File: src/rtl/handshake_const_sink_check.sv
// Valid/ready channel terminator with a one-entry slot.
// Drained tokens are checked against a fixed constant.
module handshake_const_sink_check #(
    parameter int unsigned               DATA_WIDTH  = 32,
    parameter logic [DATA_WIDTH-1:0]     EXPECTED    = 32'h2E705901,
    parameter int unsigned               COUNT_WIDTH = 16
) (
    input  logic                   clk,
    input  logic                   rst,
    input  logic [DATA_WIDTH-1:0]  ins,
    input  logic                   ins_valid,
    output logic                   ins_ready,
    input  logic                   drain_en,
    input  logic                   clear,
    output logic [COUNT_WIDTH-1:0] tok_count,
    output logic [COUNT_WIDTH-1:0] err_count,
    output logic                   error,
    output logic [DATA_WIDTH-1:0]  first_err_data
);

    logic                   slot_full_q, slot_full_d;
    logic [DATA_WIDTH-1:0]  slot_data_q, slot_data_d;
    logic [COUNT_WIDTH-1:0] tok_count_q, tok_count_d;
    logic [COUNT_WIDTH-1:0] err_count_q, err_count_d;
    logic                   error_q, error_d;
    logic [DATA_WIDTH-1:0]  first_err_q, first_err_d;

    logic accept;
    logic drain;
    logic mismatch;

    // Ready looks through a draining slot so back-to-back tokens flow.
    assign ins_ready = ~rst & (~slot_full_q | drain_en);
    assign accept    = ins_valid & ins_ready;
    assign drain     = slot_full_q & drain_en;
    assign mismatch  = slot_data_q != EXPECTED;

    always_comb begin
        slot_full_d = slot_full_q;
        slot_data_d = slot_data_q;
        tok_count_d = tok_count_q;
        err_count_d = err_count_q;
        error_d     = error_q;
        first_err_d = first_err_q;

        if (accept) begin
            slot_full_d = 1'b1;
            slot_data_d = ins;
        end else if (drain) begin
            slot_full_d = 1'b0;
        end

        // A clear swallows any token drained in the same cycle.
        if (clear) begin
            tok_count_d = '0;
            err_count_d = '0;
            error_d     = 1'b0;
            first_err_d = '0;
        end else if (drain) begin
            if (tok_count_q != '1) begin
                tok_count_d = tok_count_q + 1'b1;
            end
            if (mismatch) begin
                if (err_count_q != '1) begin
                    err_count_d = err_count_q + 1'b1;
                end
                if (!error_q) begin
                    error_d     = 1'b1;
                    first_err_d = slot_data_q;
                end
            end
        end
    end

    always_ff @(posedge clk) begin
        if (rst) begin
            slot_full_q <= 1'b0;
            slot_data_q <= '0;
            tok_count_q <= '0;
            err_count_q <= '0;
            error_q     <= 1'b0;
            first_err_q <= '0;
        end else begin
            slot_full_q <= slot_full_d;
            slot_data_q <= slot_data_d;
            tok_count_q <= tok_count_d;
            err_count_q <= err_count_d;
            error_q     <= error_d;
            first_err_q <= first_err_d;
        end
    end

    assign tok_count      = tok_count_q;
    assign err_count      = err_count_q;
    assign error          = error_q;
    assign first_err_data = first_err_q;

endmodule
File: config.mk
export PLATFORM = sky130hd
export DESIGN_NAME = handshake_const_sink_check
export DESIGN_NICKNAME = d
export VERILOG_FILES = /design/src/rtl/handshake_const_sink_check.sv
export SDC_FILE = /design/constraint.sdc
export NUM_CORES = 1
export LEC_CHECK = 0
export CAP_MARGIN = 20
export CORE_UTILIZATION = 49
export CTS_CLUSTER_SIZE = 24
export DETAILED_ROUTE_END_ITERATION = 6
export GPL_TIMING_DRIVEN = 0
export PLACE_DENSITY = 0.87
export SLEW_MARGIN = 20
export SYNTH_ARGS = -nofsm -noshare
export SYNTH_HDL_FRONTEND = slang
export SYNTH_SLANG_ARGS = --single-unit
File: constraint.sdc
create_clock -name clk -period 2.1 [get_ports clk]
set_input_delay 0.42 -clock clk [delete_from_list [all_inputs] [get_ports clk]]
set_output_delay 0.42 -clock clk [all_outputs]
set_load 0.05 [all_outputs]
==> results of run 1 <==
logic make-up after synthesis:
| family | count (synthesis) |
|---|---|
| multiplexers | 2 |
| AND/OR/NAND/NOR | 271 |
| XOR/XNOR | 12 |
| adder cells (fa/ha/maj) | 2 |
| buffers and inverters | 34 |
| flip-flops | 98 |
| AO/OA/AOI/OAI | 72 |
metal layers:
metal  vias to the layer above  routed length (µm)
met5                         -                   0
met4                         0                 333
li1                       1959                   -
met2                       189                5315
met1                      1872                4550
met3                        32                 741
registers in the layout (all words and copies together) (netlist names):
register / flops
first_err_data: 32
tok_count: 16
slot_data_q: 32
slot_full_q: 1
err_count: 16
error: 1
cell type report:
cell class / instances / area share (%)
Multi-Input combinational cell: 359 / 36.34
Sequential cell: 98 / 35.80
Timing Repair Buffer: 104 / 19.36
Buffer: 31 / 2.850
Clock buffer: 11 / 2.576
Tap cell: 102 / 2.326
Clock inverter: 5 / 0.5472
Inverter: 3 / 0.2052
where the power goes:
group / switching (mW) / total, mW / leakage (nW) / internal [mW]
Sequential: 0.0431 / 1.95 / 0.797 / 1.91
Combinational: 0.169 / 0.308 / 1.25 / 0.139
Clock: 0.633 / 1.09 / 0.0851 / 0.457
Total: 0.845 / 3.35 / 2.14 / 2.51
critical path, cell delays in order:
cell             delay [ns]
clkdlybuf4s50_1        0.51
nor2b_1                0.08
nor2_1                 0.23
clkdlybuf4s15_2        0.42
repair_timing:
item                       4_1_cts  5_1_grt
pin swaps                        0        2
setup endpoints to repair        7       71
gates resized for setup          6       19
setup buffers                    0        2
through the flow:
stage                     total power [mW]  cells  hold slack [ns]
after global routing                 3.473    713           0.4949
after floorplan                      2.156    491           0.4363
after CTS                            3.352    711           0.4750
final                                3.352    713           0.4743
after detailed placement             2.297    695           0.4627
after global placement               2.288    695           0.4528
synth_stat cells, types with 4 or more instances:
cell type and count:
buf_4 4, a21oi_1 14, nor4_1 5, nand4_1 14
o21ai_0 42, nor2_1 23, nor4b_1 4, nor3_1 7
xnor2_1 8, or3_1 10, o31ai_1 4, clkbuf_1 20
dfxtp_1 98, xor2_1 4, nand2_1 108, nand3b_1 32
nand3_1 44, or4_1 4
worst max path at each step:
| stage | from | to | cells after the start |
|---|---|---|---|
| 2_1_floorplan | tok_count[0] | tok_count[6] | 6 |
| 3_3_place_gp | drain_en | tok_count[15] | 7 |
| 3_5_place_dp | drain_en | tok_count[13] | 7 |
| 4_1_cts | rst | tok_count[14] | 6 |
| 5_1_grt | err_count[7] | err_count[7] | 1 |
| 6_report | drain_en | ins_ready | 4 |
==> results.md, run 1 <==
- Top cells by area, synth: dfxtp_1, nand2_1, nand3b_1
- Total GRT Usage: 25.26%
- Antenna Cells: 0
- Gpl congestion: 0.8721
- Largest family of logic cells by synthesized area: simple AND/OR/NAND/NOR gates
- Die H: 93.48 µm
- Setup_tns: 0 ns
- Worst skew pair latency: 0.36 ns
- Cell taking the most area after synthesis: dfxtp_1
- Worst Setup Start Kind: primary input
- Largest net degree at the start of global routing: 16
- Global routing usage on met2: 42.77%
- Yosys cell types: 47
- Finished Cell Area: 5488 µm²
- Simple-gate share of the synthesized area: 34.27%
- Synth Area in Compound Gates: 10.22%
- Post-DP HPWL: 7945 µm
- Outcome: complete, no violations
- Fin. Hold Viols: 0
- Post-Route Utilization: 69.22%
- Initial drt markers: 193
- R2R Setup Slk: 0.13 ns
- Crit share post-route: 98.86%
- Busiest grt layer: met2
- Cts hold-fix bufs: 0
- First-pass GRT wire length: 17370 µm
- Register area: 1964 µm²
- Met3 usage: 5.041%
- Post-synthesis sequential area ratio: 47.85%
- Worst hold path type: register to register
- R2R Path Start: err_count[5]
- Fillers: 645
- Adder-Cell Fraction of Synth Area: 0.6103%
- Beginning of the worst hold path: slot_data_q[12]
- # Max-Cap Violations: 0
- H-tree depth: 3
- Most common cell after layout, fill and taps aside: nand2_1
- Via density: 5.683
- I/O pin count: 103
- Vias in the first global route: 3815
- Die X: 93.48 µm
- Synthesized area: 4100 µm²
- Actual slew at the worst max-slew pin: 0.5952 ns
- Input/output buffers: 102
- CTS tree: built
- Area post-placement: 5251 µm²
- Critical path peak fanout: 3
- Post-synth top area share: 47.85%
- M1 GR Usage: 31.07%
- Routed wire length: 10940 µm
- Main synth FF type: dfxtp_1
- CP endpoint kind: primary output
- Worst Setup Slack, final: 0.02404 ns
- Initial Utilization: 51.72%
- CTS buffer count: 9
- Worst slew margin: 59.99%
- Mux cell area share after synthesis: 0.4883%
- Async SR Flop Fraction: 0%
- Multi-input logic area: 1994 µm²
- Number of flops mapped to enable cells by yosys: 0
- Die area: 8738 µm²
- Hold Path End: first_err_data[12]
- FF+latch count, synth: 98
- Reg clk slew, reported paths: 0.09 ns
- Site Rows: 32
- Yosys warns: 0
- Routed via count: 4052
- Hold path depth: 2
- Crit Reg-Reg Endpoint: err_count[4]
- Worst path required time: 1.68 ns
- Minimum clock period: 2.076 ns
- Clock Skew: 0.008482 ns
- Final setup vio count: 0
- Core Region: 7928 µm²
- Sink Count: 98
- Synth Area in XOR/XNOR: 2.563%
- Residual DRC: 0
- Initial antenna violation count: 0
- Leak Pwr: 2.135 nW
- Detail Route Antenna Nets: 0
- Post-DR wirelength/cell: 15.34 µm
- R2r worst-path depth: 6
- Layout cells sized above 1: 7.856%
- GRT overflow: 0
- Crit Path Class: primary input to primary output
- Worst slack at placement: -0.4365 ns
- Arr. time, crit path: 1.66 ns
- Nets@finish: 645
- Max-slew violations: 0
- Unrepaired setup endpoints after global routing: no
- Synth Net Count: 530
- Gate Count Post-Synth: 491
- Max clock buf depth: 2
- TritonRoute pass-1 iters: 5
- Pwr per Cell Area: 610.8 nW/µm²
- F_max: 0.4817 GHz
- Max VDD drop: 0.3430 mV
- Syn avg cell area: 8.351 µm²
- Most frequent cells in the layout: nand2_1, dfxtp_1, clkdlybuf4s50_1, nand3_1, o21ai_0
- CTS Root Cell: clkbuf_8
- Area added between synthesis and finish: 33.84%
Power figures use the tool's default switching activity.
==> run 2: changes to the inputs <==
--- a/config.mk
+++ b/config.mk
@@ -5,10 +5,11 @@
 export SDC_FILE = /design/constraint.sdc
 export NUM_CORES = 1
 export LEC_CHECK = 0
-export CAP_MARGIN = 20
+export CAP_MARGIN = 25
 export CORE_UTILIZATION = 49
 export CTS_CLUSTER_SIZE = 24
 export DETAILED_ROUTE_END_ITERATION = 6
+export GPL_ROUTABILITY_DRIVEN = 0
 export GPL_TIMING_DRIVEN = 0
 export PLACE_DENSITY = 0.87
 export SLEW_MARGIN = 20
==> run 2 against run 1 <==
  * Total power grew 4.6%
  * Combinational power hardly changed
  * Hold slack better by 0.0025 ns
  * Critical path depth shrank 3
  * Non-clock buffer count grew 1
  * Sequential share of layout area shrank 0.12 points
  * Die area did not move
==> results.md, run 2 (synthesized netlist as in run 1, its figures left out) <==
- Die X: 93.48 µm (unchanged)
- Via density: 5.735 (+0.91%)
- CP peak stage delay: 0.85 ns (+0.34 ns)
- Largest net degree at the start of global routing: 16 (unchanged)
- Post-DP HPWL: 7785 µm (-2.0%)
- Site Rows: 32 (unchanged)
- Pwr per Cell Area: 636.4 nW/µm² (+4.2%)
- Max clock buf depth: 2 (unchanged)
- Beginning of the worst hold path: first_err_data[31]
- Total GRT Usage: 26.10% (+0.84 points)
- Worst Setup Slack, final: 0.02116 ns (-0.002877 ns)
- Max VDD drop: 0.3678 mV (+7.2%)
- Leak Pwr: 2.047 nW (-4.1%)
- Routed via count: 4089 (+0.91%)
- Most common cell after layout, fill and taps aside: nand2_1
- Reg clk slew, reported paths: 0.09 ns (about the same)
- Hold path depth: 2 (unchanged)
- Internal: 2.657 mW (+6.0%)
- Post-DR wirelength/cell: 15.78 µm (+2.9%)
- Sequential share of power: 55.8% (-2.5 points)
- Worst path required time: 1.68 ns (about the same)
- R2r worst-path depth: 7 (+1)
- Worst Setup Start Kind: register
- Worst slew margin: 63.34% (+3.3 points)
- Crit Reg-Reg Endpoint: err_count[5]
- Detail Route Antenna Nets: 0 (unchanged)
- Initial Utilization: 51.72% (unchanged)
- Nets@finish: 646 (+0.16%)
- Clock power frac: 35.4% (+2.9 points)
- Die H: 93.48 µm (unchanged)
- CP Buf/Inv Count: 1 (-1)
- Clock Skew: 0.007824 ns (-0.0006581 ns)
- Sink Count: 98 (unchanged)
- CTS tree: built
- Initial antenna violation count: 0 (unchanged)
- Die area: 8738 µm² (unchanged)
- M1 GR Usage: 31.95% (+0.89 points)
- First-pass GRT wire length: 17810 µm (+2.5%)
- Post-Route Utilization: 69.46% (+0.24 points)
- # Max-Cap Violations: 0 (unchanged)
- CTS buffer count: 9 (unchanged)
- GRT overflow: 0 (unchanged)
- Net Switching: 847.7 µW (+0.27%)
- Routed wire length: 11250 µm (+2.9%)
- Antenna Cells: 0 (unchanged)
- Busiest grt layer: met2
- Fillers: 618 (-4.2%)
- Worst skew pair latency: 0.36 ns (about the same)
- Area post-placement: 5251 µm² (unchanged)
- Worst slack at placement: -0.3778 ns (+0.05866 ns)
- Crit share post-route: 98.99% (+0.14 points)
- Switching fraction of total power: 24.19% (-1.0 points)
- Setup_tns: 0 ns (unchanged)
- Global routing usage on met2: 44.55% (+1.8 points)
- Initial drt markers: 277 (+44%)
- H-tree depth: 3 (unchanged)
- Core Region: 7928 µm² (unchanged)
- CTS Root Cell: clkbuf_8
- Cts hold-fix bufs: 0 (unchanged)
- Critical path peak fanout: 6 (+3)
- Vias in the first global route: 3838 (+0.60%)
- Minimum clock period: 2.079 ns (+0.002877 ns)
- Max-slew violations: 0 (unchanged)
- Crit-path slowest cell: clkdlybuf4s50_1
- Fin cells: 713 (unchanged)
- Crit path max-delay family: buffers and inverters
- Input/output buffers: 102 (unchanged)
- Finished Cell Area: 5507 µm² (+0.34%)
- Gate power share: 8.8% (-0.4 points)
- Hold Path End: first_err_data[31]
- Fin. Hold Viols: 0 (unchanged)
- Final setup vio count: 0 (unchanged)
- F_max: 0.4810 GHz (-0.14%)
- Most frequent cells in the layout: nand2_1, dfxtp_1, clkdlybuf4s50_1, nand3_1, o21ai_0
- Cell Chain, Critical Path: clkdlybuf4s50_1
- Actual slew at the worst max-slew pin: 0.5454 ns (-0.04983 ns)
- CP endpoint kind: primary output
- Layout cells sized above 1: 8.183% (+0.33 points)
- Crit Path Class: register to primary output
- TritonRoute pass-1 iters: 5 (unchanged)
- Area added between synthesis and finish: 34.30%
- Residual DRC: 0 (unchanged)
- R2R Path Start: err_count[0]
- Worst hold path type: register to register
- Cells after DPL: 695 (unchanged)
- Arr. time, crit path: 1.66 ns (about the same)
- Outcome: complete, no violations
- R2R Setup Slk: 0.12 ns (about the same)
- I/O pin count: 103 (unchanged)
- Met3 usage: 4.065% (-0.98 points)
[run 2: layout make-up]
cell class                      count  area (µm²)  area share [%]
Sequential cell                    98        1964           35.67
Tap cell                          102       127.6           2.318
Timing Repair Buffer              105        1044           18.95
Buffer                             31       156.4           2.840
Clock buffer                       11       151.4           2.749
Inverter                            3       11.26          0.2045
Multi-Input combinational cell    359        2001           36.33
Clock inverter                      4       51.30          0.9316
[run 2: repair_timing]
item                                    4_1_cts  5_1_grt
buffers inserted                              0        3
endpoints found under the setup margin        9       65
gates resized for setup                       8       15
pin swaps                                     0        2
[run 2: power by group through the flow]
stage	combinational (mW)	sequential (mW)	clock, mW
floorplan	0.151	2.00	0
global placement	0.296	1.99	0
detailed placement	0.302	2.00	0
CTS	0.305	1.95	1.24
global route	0.334	1.96	1.33
finish	0.308	1.95	1.24
[run 2: worst max path at each step]
stage / startpoint / endpoint / cells after the start
final: tok_count[5] / tok_count[5] / 1
after global routing: err_count[14] / err_count[14] / 1
after CTS: err_count[10] / err_count[10] / 1
after detailed placement: drain_en / ins_ready / 4
after global placement: drain_en / tok_count[15] / 7
after floorplan: tok_count[0] / tok_count[6] / 6
[run 2: stage by stage]
step / total power, mW / hold WS, ns
finish: 3.505 / 0.4768
global route: 3.622 / 0.4927
CTS: 3.495 / 0.4784
detailed placement: 2.297 / 0.4660
global placement: 2.288 / 0.4528
floorplan: 2.156 / 0.4363
[run 2: metal layers]
layer / vias to the layer above / part of all wire, %
met5: - / 0
met4: 0 / 2.7
met3: 30 / 6.0
met2: 188 / 50
met1: 1918 / 42
li1: 1953 / -
